`config.mk`:
```
export PLATFORM = sky130hd
export DESIGN_NAME = mem_bus_responder
export DESIGN_NICKNAME = d
export VERILOG_FILES = /design/src/rtl/mem_bus_pkg.sv /design/src/rtl/mem_bus_regfile.sv /design/src/rtl/mem_bus_responder.sv
export SDC_FILE = /design/constraint.sdc
export NUM_CORES = 1
export LEC_CHECK = 0
export ABC_AREA = 0
export CAP_MARGIN = 20
export CORE_AREA = 5 5 257 309
export DETAILED_ROUTE_END_ITERATION = 10
export DIE_AREA = 0 0 262 314
export GPL_TIMING_DRIVEN = 0
export PLACE_DENSITY = 0.38
export SKIP_CTS_REPAIR_TIMING = 1
export SLEW_MARGIN = 5
export SYNTH_ARGS = -nofsm -noshare
export SYNTH_HDL_FRONTEND = slang
export SYNTH_SLANG_ARGS = --single-unit
export TNS_END_PERCENT = 30
```
`constraint.sdc`:
```
create_clock -name clk -period 3.3 [get_ports clk]
set_clock_uncertainty 0.2 [all_clocks]
set_input_delay 0.66 -clock clk [delete_from_list [all_inputs] [get_ports clk]]
set_output_delay 0.66 -clock clk [all_outputs]
set_load 0.01 [all_outputs]
```
`src/rtl/mem_bus_pkg.sv`:
```
// Shared types and defaults for the memory bus responder.
// Included first by every mem_bus_* file.
package mem_bus_pkg;

  localparam int DEF_ADDR_W = 6;
  localparam int DEF_DATA_W = 8;
  localparam int WR_CNT_W   = 16;
  localparam int CNT_W      = 4;

  typedef enum logic [1:0] {
    IDLE,
    WAIT,
    RESP
  } state_t;

endpackage

```
`src/rtl/mem_bus_regfile.sv`:
```
// DEPTH x DATA_W storage, async clear, one write port and
// one registered read port that can return zero instead of data.
module mem_bus_regfile
  import mem_bus_pkg::*;
#(
  parameter int ADDR_W = DEF_ADDR_W,
  parameter int DATA_W = DEF_DATA_W,
  parameter int DEPTH  = 48
) (
  input  logic              clk,
  input  logic              rst_n,
  input  logic              we,
  input  logic [ADDR_W-1:0] waddr,
  input  logic [DATA_W-1:0] wdata,
  input  logic              re,
  input  logic              rmask,
  input  logic [ADDR_W-1:0] raddr,
  output logic [DATA_W-1:0] rdata
);

  logic [DATA_W-1:0] mem [DEPTH];

  always_ff @(posedge clk or negedge rst_n) begin
    if (!rst_n) begin
      for (int i = 0; i < DEPTH; i++) begin
        mem[i] <= '0;
      end
    end else if (we) begin
      mem[waddr] <= wdata;
    end
  end

  // Masked reads answer out-of-range requests with zero.
  always_ff @(posedge clk or negedge rst_n) begin
    if (!rst_n) begin
      rdata <= '0;
    end else if (re) begin
      rdata <= rmask ? '0 : mem[raddr];
    end
  end

endmodule

```
`src/rtl/mem_bus_responder.sv`:
```
// Target-side responder: accepts one request at a time, inserts
// WAIT_CYC wait states, then commits the write or returns read data.
module mem_bus_responder
  import mem_bus_pkg::*;
#(
  parameter int ADDR_W   = DEF_ADDR_W,
  parameter int DATA_W   = DEF_DATA_W,
  parameter int DEPTH    = 48,
  parameter int WAIT_CYC = 2
) (
  input  logic                clk,
  input  logic                rst_n,
  input  logic                en,
  input  logic                wr,
  input  logic [ADDR_W-1:0]   addr,
  input  logic [DATA_W-1:0]   wdata,
  output logic                ready,
  output logic [DATA_W-1:0]   rdata,
  output logic                rvalid,
  output logic                err,
  output logic [WR_CNT_W-1:0] wr_count
);

  localparam logic [ADDR_W:0] DEPTH_L =
    (ADDR_W + 1)'(DEPTH);
  localparam logic [CNT_W-1:0] CNT_INIT =
    CNT_W'((WAIT_CYC > 0) ? WAIT_CYC - 1 : 0);

  state_t            state;
  state_t            state_nxt;
  logic [CNT_W-1:0]  cnt;
  logic              wr_q;
  logic [ADDR_W-1:0] addr_q;
  logic [DATA_W-1:0] wdata_q;
  logic              idle;
  logic              fire;
  logic              in_rng;
  logic              cur_wr;
  logic [ADDR_W-1:0] cur_addr;
  logic [DATA_W-1:0] cur_wdata;

  // With zero wait states the response edge is the accept edge,
  // so the live bus stands in for the not-yet-latched request.
  always_comb begin
    idle      = (state == IDLE);
    cur_wr    = idle ? wr    : wr_q;
    cur_addr  = idle ? addr  : addr_q;
    cur_wdata = idle ? wdata : wdata_q;
    in_rng    = ({1'b0, cur_addr} < DEPTH_L);
    ready     = idle;
  end

  always_comb begin
    state_nxt = state;
    fire      = 1'b0;
    unique case (state)
      IDLE: begin
        if (en) begin
          if (WAIT_CYC == 0) begin
            state_nxt = RESP;
            fire      = 1'b1;
          end else begin
            state_nxt = WAIT;
          end
        end
      end
      WAIT: begin
        if (cnt == '0) begin
          state_nxt = RESP;
          fire      = 1'b1;
        end
      end
      RESP:    state_nxt = IDLE;
      default: state_nxt = IDLE;
    endcase
  end

  always_ff @(posedge clk or negedge rst_n) begin
    if (!rst_n) begin
      state    <= IDLE;
      cnt      <= '0;
      wr_q     <= 1'b0;
      addr_q   <= '0;
      wdata_q  <= '0;
      rvalid   <= 1'b0;
      err      <= 1'b0;
      wr_count <= '0;
    end else begin
      state  <= state_nxt;
      rvalid <= fire && !cur_wr;
      err    <= fire && !in_rng;
      if (state == WAIT) begin
        cnt <= cnt - 1'b1;
      end else begin
        cnt <= CNT_INIT;
      end
      if (idle && en) begin
        wr_q    <= wr;
        addr_q  <= addr;
        wdata_q <= wdata;
      end
      if (fire && cur_wr && in_rng && (wr_count != '1)) begin
        wr_count <= wr_count + 1'b1;
      end
    end
  end

  mem_bus_regfile #(
    .ADDR_W (ADDR_W),
    .DATA_W (DATA_W),
    .DEPTH  (DEPTH)
  ) u_regfile (
    .clk   (clk),
    .rst_n (rst_n),
    .we    (fire && cur_wr && in_rng),
    .waddr (cur_addr),
    .wdata (cur_wdata),
    .re    (fire && !cur_wr),
    .rmask (!in_rng),
    .raddr (cur_addr),
    .rdata (rdata)
  );

endmodule
```
* Word-level counts from Yosys, hierarchy flattened
Index checks and enable logic that the tools add are counted.
** Storage, ports and cells
- Register bits :: 431
- Bits of input ports :: 18
- Output and inout port bits :: 27
- Word-level logic and storage cells :: 95
** Cells by class
- Add/sub/neg operators :: 2
- Order comparisons :: 3
- Equality and inequality tests :: 4
- Muxes and demuxes :: 16
- Bitwise logic cells :: 1
- Reductions and logical operators :: 12
** Operators with widths (count)
- 384-bit bitwise mux :: 1
- 8-bit binary-select mux with 6-bit select :: 1
- 8-bit demux with 6-bit select :: 1
- 8-bit 2-to-1 mux :: 5
- 16-bit by 1-bit adder with 16-bit output, second input constant :: 1
- 16-bit != test, second input constant :: 1
- 7-bit greater-or-equal comparator, second input constant :: 1
- 1-bit logical AND :: 7
- 7-bit by 1-bit less-than comparator with 1-bit output, second input constant :: 1
- 6-bit inverter with 7-bit output :: 1
- 6-bit less-than comparator, second input constant :: 1
- 6-bit 2-to-1 mux :: 1
- 4-bit zero test :: 1
- 2-bit 2-to-1 mux :: 2
- 4-bit 2-to-1 mux :: 1
- 2-bit != test, second input constant :: 2
- 2-bit one-hot mux with 2 select lines :: 1
- 4-bit by 1-bit subtractor with 4-bit output, second input constant :: 1
- 1-bit 2-to-1 mux :: 3
- 2-bit by 1-bit == test with 1-bit output, second input constant :: 1
- 1-bit zero test :: 2
- 2-bit zero test :: 1
- 2-bit AND reduction :: 1

* Longest topological paths before layout
Gate-level depths: netlist (run 1).
- Word-level depth :: 8
- Gate-level depth with buffers :: 11
- Mapped depth without buffers :: 9

* Hierarchy
From an unflattened synthesis (run 1), not the netlist that was laid out.
** Second synthesis, totals
- Cells, all modules :: 1295
- Area total of the unflattened synthesis :: 19877.8 sq um
** By module, submodules not included
- mem_bus_regfile :: instances 1, cells each 1143, area an instance 18032.3 sq um, sequential area each 9809.4 sq um
- mem_bus_responder :: instances 1, cells each 152, area an instance 1845.5 sq um, sequential area each 975.9 sq um

* Worst setup path before layout (run 1)
OpenSTA, ideal clock, no wires.
- Path kind :: input port to flip-flop
- From :: in addr[0]
- To :: reg u_regfile.rdata[0]
- Library setup time :: 0.099 ns
- Data arrival time :: 2.435 ns
- Data required time :: 3.001 ns
- Path slack :: 0.565 ns
- Cell stages on the path :: 8
- Buffers on the path :: 2
- Cells stage by stage :: clkbuf_1 -> nor2b_1 -> a22oi_2 -> clkbuf_1 -> o22ai_1 -> o41ai_1 -> a41oi_1 -> a311oi_1
** Between the ends
- Cells in the longest elaborated chain, start to end :: 6
- Elaborated cells on any way between the ends :: 7
- Those cells by class :: order compare (1); mux (5); bitwise (1)
** RTL lines
- from (decl) :: RTL line mem_bus_responder.sv:15 : input logic [ADDR_W-1:0] addr,
- 6-bit 2-to-1 mux (*) :: RTL line mem_bus_responder.sv:47 : cur_addr = idle ? addr : addr_q;
- 6-bit inverter with 7-bit output (implied by the code) :: RTL line mem_bus_regfile.sv:38 : rdata <= rmask ? '0 : mem[raddr];
- 8-bit binary-select mux with 6-bit select :: RTL line mem_bus_regfile.sv:38
- 8-bit 2-to-1 mux (implied by the code) (2 in series) :: RTL line mem_bus_regfile.sv:38
- 8-bit 2-to-1 mux (*) :: RTL line mem_bus_regfile.sv:38
- to (signal assigned) :: RTL line mem_bus_regfile.sv:38
- to (decl) :: RTL line mem_bus_regfile.sv:18 : output logic [DATA_W-1:0] rdata
Every way passes the cells marked *; elsewhere a longest branch is shown, timed or not. The select of a mux whose other input is x is not followed.
A chain may end at the register's enable or synchronous reset.

* Worst setup path in the final report (run 1)
- From :: in addr[0]
- To :: reg u_regfile.rdata[7]
Same word-level chain as after synthesis.

==> results of run 1 <==
-- state kept, by name, summed over array words and instances (netlist names) --
signal,cells
err,1
wdata_q,8
wr_count,16
wr_q,1
state,2
rvalid,1
addr_q,6
u_regfile.rdata,8
u_regfile.mem,384
cnt,4
-- metrics by stage --
stage	setup TNS (ps)	power [mW]	cells	hold WS, ps
detailed placement	-284650	17.8	3057	255
finish	-488	24.6	3179	265
global placement	-8483560	17.5	3037	255
CTS	-181360	23.5	3143	-249
global route	-560	25.5	3179	285
floorplan	0	12.1	1976	164
-- cell usage in the layout (no fill, tap or decap), types with 13 or more instances in the layout --
cell type        synthesis  final
a21oi_1                194    193
and3_1                  15     15
buf_2                   59     28
buf_4                    7     58
buf_6                    0     19
clkbuf_1                83     48
clkbuf_16                0     49
clkbuf_2                 0     33
clkbuf_4                 0     14
clkdlybuf4s50_1          0     43
dfrtp_1                431    430
mux2_2                  16     16
mux2i_1                 17     13
nand2_1                284    282
nand3_1                 31     19
nor2_1                 245    240
nor2_4                   4     18
o21ai_0                224    219
o22ai_1                128    128
xnor2_1                 13     13
-- final timing paths --
path,to,slack [ps],cells past startpoint
max in group asynchronous,u_regfile.mem[155]$_DFFE_PN0P_,670,5
min in group asynchronous,wdata_q[2]$_DFFE_PN0P_,360,2
worst max register to register,u_regfile.rdata[7]$_DFFE_PN0P_,-170,9
worst min-delay path,cnt[0]$_DFF_PN0_,270,1
worst min register to register,cnt[0]$_DFF_PN0_,270,1
worst max-delay path,u_regfile.rdata[7]$_DFFE_PN0P_,-190,9
-- report_power, final --
| part | total (mW) | switching (mW) | internal (mW) |
|---|---|---|---|
| clock network | 5.66 | 2.36 | 3.30 |
| logic | 11.4 | 8.07 | 3.37 |
| registers | 7.53 | 0.948 | 6.59 |
-- layout make-up --
type	count	area share [%]
Sequential cell	431	45.9
Multi-Input combinational cell	1384	33.5
Clock buffer	70	6.06
Tap cell	1017	5.41
Timing Repair Buffer	105	4.46
Buffer	145	3.65
Clock inverter	16	0.819
Inverter	11	0.197
-- cell families (layout without fill, tap and decap cells) --
logic type | count (synthesis) | count (layout)
flops | 431 | 431
simple gates | 686 | 686
compound gates | 646 | 646
mux | 34 | 34
fa+ha+maj | 2 | 2
xor+xnor | 16 | 16
buf+inv | 161 | 347
-- per-layer routing --
layer  GRT usage (%)  wire length [µm]  up-vias
met5               0                 0        -
met4            9.14              5440        0
met3            3.25              5750      206
met2            35.6             41500      659
met1            27.9             37000     8283
li1                -                 -     7295
==> flow_metrics.tcl, run 1 <==
set metrics [dict create \
    outcome "complete, but fails checks" \
    violations "negative setup slack" \
    h-tree-depth 2 \
    power.density_nw_per_um2 1050 \
    synth_mux_area_share_pct 1.95 \
    worst_path_max_delay_cell "a2111oi_0" \
    cts_root_buf "clkbuf_16" \
    cp_max_fo 10 \
    syn-cell-area_um2 18800 \
    synth_compound_area_share_pct 19.9 \
    clock-sinks 431 \
    end_kind "flop" \
    vdd_ir_drop_max_mv 0.336 \
    avgViaCountPerCell 5.17 \
    antenna_found_initial 2 \
    core_area_um2 76000 \
    start_util_pct 24.7 \
    firstDrtPassIters 6 \
    tritoncts "done" \
    min_period_ps 3490 \
    track_usage_pct 21.5 \
    placed_area_um2 20800 \
    synth_edf_count 0 \
    antenna_left 0 \
    num_rows 111 \
    synth.area.top_cells "dfrtp_1, o21ai_0, nand2_1" \
    yosys.area.top_type_share_pct 57.5 \
    critPathLaunchType "primary input" \
    final-hold-violation-count 0 \
    yosys.area.top_type "dfrtp_1" \
    path_clk_slew_ps 70 \
    synth_seq_cells 431 \
    synth_adder_area_share_pct 0.133 \
    drtIter0Drc 1454 \
    fill_cells 7968 \
    synth_xor_area_share_pct 0.747 \
    timing.rr.start "state[1]$_DFFE_PN0P_" \
    yosysWarnings 0 \
    nets 2146 \
    fp.dieW_um 262 \
    maxCapViolations 0 \
    drt-wirelength-per-cell_um 28.2 \
    pre_cts_ws_ps -2150 \
    die_y_um 314 \
    synth_top_family_by_area "compound AO/OA/AOI/OAI gates" \
    cp-startpoint "addr[0]" \
    area.growth.synth_to_final_pct 25.4 \
    die_area_um2 82300 \
    slew_viol_final 0 \
    place_hpwl_um 63200 \
    period_share_pct 106 \
    pin_count 45 \
    yosys.area_share.simple_pct 16.1 \
    grt_pass1_vias 16000 \
    crit_required_ps 3590 \
    rsz0062_at_grt "yes" \
    fmax_mhz 287 \
    worst_skew_pair.late_latency_ps 600 \
    synth.most_common_cell "dfrtp_1" \
    drive_gt1_share_pct 17.0 \
    worstHoldStart "cnt[0]$_DFF_PN0_" \
    syn_nets 1996 \
    critPathBufInv 2 \
    final_area_um2 23500 \
    synth.avg_cell_area_um2 9.49 \
    cts_buffers 48 \
    path_cells "clkdlybuf4s50_1 -> or3b_4 -> and2_1 -> clkbuf_4 -> a2111oi_0 -> nor4_1 -> o21ai_0 -> and3_1 -> o31ai_1" \
    syn_inst 1976 \
    async_reset_ff_share_pct 100 \
    synth-seq-area-share_pct 57.5 \
    grt_pass1_wl_um 126000 \
    crit_arrival_ps 3780 \
    setup_violations 6 \
    ys.flop_type "dfrtp_1" \
    synth_cell_types 74 \
    overflow 0 \
    synth_common_cells "dfrtp_1, nand2_1, nor2_1, o21ai_0, a21oi_1" \
    num_vias 16400 \
    seq_area_um2 10800 \
    io_buffers 44 \
    place.gp.congestion 0.892 \
    holdCritPathClass "flop to flop" \
    leakagePower_nw 10.3 \
    worst_pin_slew_ps 956 \
    num_antenna_cells 0 \
    path_class "primary input to flop" \
    cp_slowest_stage_delay_ps 840 \
    drc_errors 0 \
    slew_headroom_pct 35.8 \
    grt_max_degree 107 \
    final_core_util_pct 31.0 \
    timing.final.ws_setup_ps -186 \
    clk_path_buf_depth 3 \
    critPathTopFamily "compound AO/OA/AOI/OAI gates" \
    multi_input_area_um2 7890 \
    wirelength_um 89600 \
]
Note: power is estimated with default switching activity, not from simulation.
==> run 2: changes to the inputs <==
Clock period 3.3 ns to 3.7 ns, I/O delays scaled along.
==> run 2 against run 1 <==
The run still ends with negative setup slack left. Sequential power down 11%. Cell count down 0.72%. Register-to-register slack better by 20 ps. Clock power down 10%. Power down 13%. Die area unchanged. Global-route usage unchanged. Sequential share of layout area up 1.3 points. Cell area down 2.8%. Hold slack about the same. Count of clock-buffer cells in the layout unchanged. Core utilization down 0.88 points. Critical path type unchanged.
==> flow_metrics.tcl, run 2 (synthesis gave the netlist of run 1 again) <==
set metrics [dict create \
    largest_register_ffs 384 \
    worst_skew_pair.late_latency_ps 600 \
    holdCritPathClass "flop to flop" \
    slew_viol_final 0 \
    final_cells 3156 \
    fmax_mhz 258 \
    num_vias 16500 \
    power.density_nw_per_um2 935 \
    crit_required_ps 3980 \
    area.growth.synth_to_final_pct 21.8 \
    cts_buffers 48 \
    rsz0062_at_grt "yes" \
    overflow 0 \
    fp.dieW_um 262 \
    drive_gt1_share_pct 13.6 \
    finalPower_mw 21.4 \
    maxCapViolations 0 \
    io_buffers 44 \
    layout_commonest_cell "dfrtp_1" \
    seq_area_um2 10800 \
    track_usage_pct 21.5 \
    outcome "complete, but fails checks" \
    grt_max_degree 107 \
    final-hold-violation-count 0 \
    finalSetupTns_ps -297 \
    fill_cells 8002 \
    leakagePower_nw 9.97 \
    min_period_ps 3870 \
    place_hpwl_um 63200 \
    path_clk_slew_ps 60 \
    antenna_found_initial 2 \
    worst_pin_slew_ps 1100 \
    crit_arrival_ps 4150 \
    grt_pass1_vias 16000 \
    avgViaCountPerCell 5.21 \
    setup_violations 8 \
    largestRegisters "u_regfile.mem: 384 flops, wr_count: 16 flops" \
    antenna_left 0 \
    clk_path_buf_depth 3 \
    die_y_um 314 \
    drt-wirelength-per-cell_um 28.4 \
    firstDrtPassIters 5 \
    grt_pass1_wl_um 126000 \
    placedCellCount 3057 \
    final_cell_mix "dfrtp_1, nand2_1, nor2_1, o21ai_0, a21oi_1" \
    cp_max_fo 10 \
    end_kind "flop" \
    cts_root_buf "clkbuf_16" \
    multi_input_area_um2 7590 \
    final_core_util_pct 30.1 \
    num_rows 111 \
    timing.final.ws_setup_ps -171 \
    vdd_ir_drop_max_mv 0.299 \
    slew_headroom_pct 26.6 \
    place.gp.congestion 0.892 \
    h-tree-depth 2 \
    nets 2122 \
    drtIter0Drc 1426 \
    regMostFlops "u_regfile.mem" \
    wirelength_um 89700 \
    start_util_pct 24.7 \
    die_area_um2 82300 \
    core_area_um2 76000 \
    pin_count 45 \
    period_share_pct 105 \
    path_class "primary input to flop" \
    critPathLaunchType "primary input" \
    violations "negative setup slack" \
    clock-sinks 431 \
    tritoncts "done" \
    drc_errors 0 \
]
-- run 2: changes by cell type in the layout (fill, tap and decap cells not counted), moves of 11 or more --
cell,delta
buf_4,-33
clkbuf_1,+27
clkbuf_2,-19
buf_2,+17
buf_6,-12
nor2_4,-11
-- run 2: worst max-delay path, cell delays in order --
cell	delay (ps)
clkdlybuf4s50_1	490
clkbuf_2	240
nor2b_1	210
a22oi_2	300
buf_4	330
clkbuf_4	410
o22ai_1	150
o41ai_1	540
a41oi_1	300
a311oi_2	420
-- run 2: through the flow --
stage	instance area (µm²)	hold WS, ps	setup slack [ps]
after CTS	22400	-169	-1220
after detailed placement	20800	255	-1830
final	22900	265	-171
after global routing	22900	285	-261
after global placement	20500	255	-18640
after floorplan	18800	229	885
-- run 2: final cells by class --
class	instances	share of cell area, %
Sequential cell	431	47.2
Inverter	11	0.192
Timing Repair Buffer	77	3.54
Multi-Input combinational cell	1384	33.2
Tap cell	1017	5.57
Clock inverter	16	0.843
Antenna cell	1	0.0109
Clock buffer	70	6.24
Buffer	149	3.23
-- run 2: metal layers --
layer,track usage (%),wire [µm],vias to the layer above
met5,0,0,-
met4,9.14,4800,0
met1,27.9,37300,8378
met2,35.6,42400,662
met3,3.25,5230,178
li1,-,-,7237
-- run 2: path summary, 6_finish.rpt --
| path | from | end | slack (ps) | cells past startpoint |
|---|---|---|---|---|
| worst max register to register | state[0]$_DFFE_PN0P_ | u_regfile.rdata[0]$_DFFE_PN0P_ | -150 | 9 |
| min in group asynchronous | rst_n | wdata_q[2]$_DFFE_PN0P_ | 440 | 2 |
| worst min register to register | cnt[0]$_DFF_PN0_ | cnt[0]$_DFF_PN0_ | 260 | 1 |
| worst min-delay path | cnt[0]$_DFF_PN0_ | cnt[0]$_DFF_PN0_ | 260 | 1 |
| worst max-delay path | addr[0] | u_regfile.rdata[0]$_DFFE_PN0P_ | -170 | 10 |
| max in group asynchronous | rst_n | u_regfile.mem[165]$_DFFE_PN0P_ | 940 | 5 |
-- run 2: power by group --
group | internal, mW | switching, mW | total, mW
clock | 2.94 | 2.12 | 5.07
combinational | 2.65 | 6.94 | 9.59
sequential | 5.87 | 0.845 | 6.72
total | 11.5 | 9.91 | 21.4
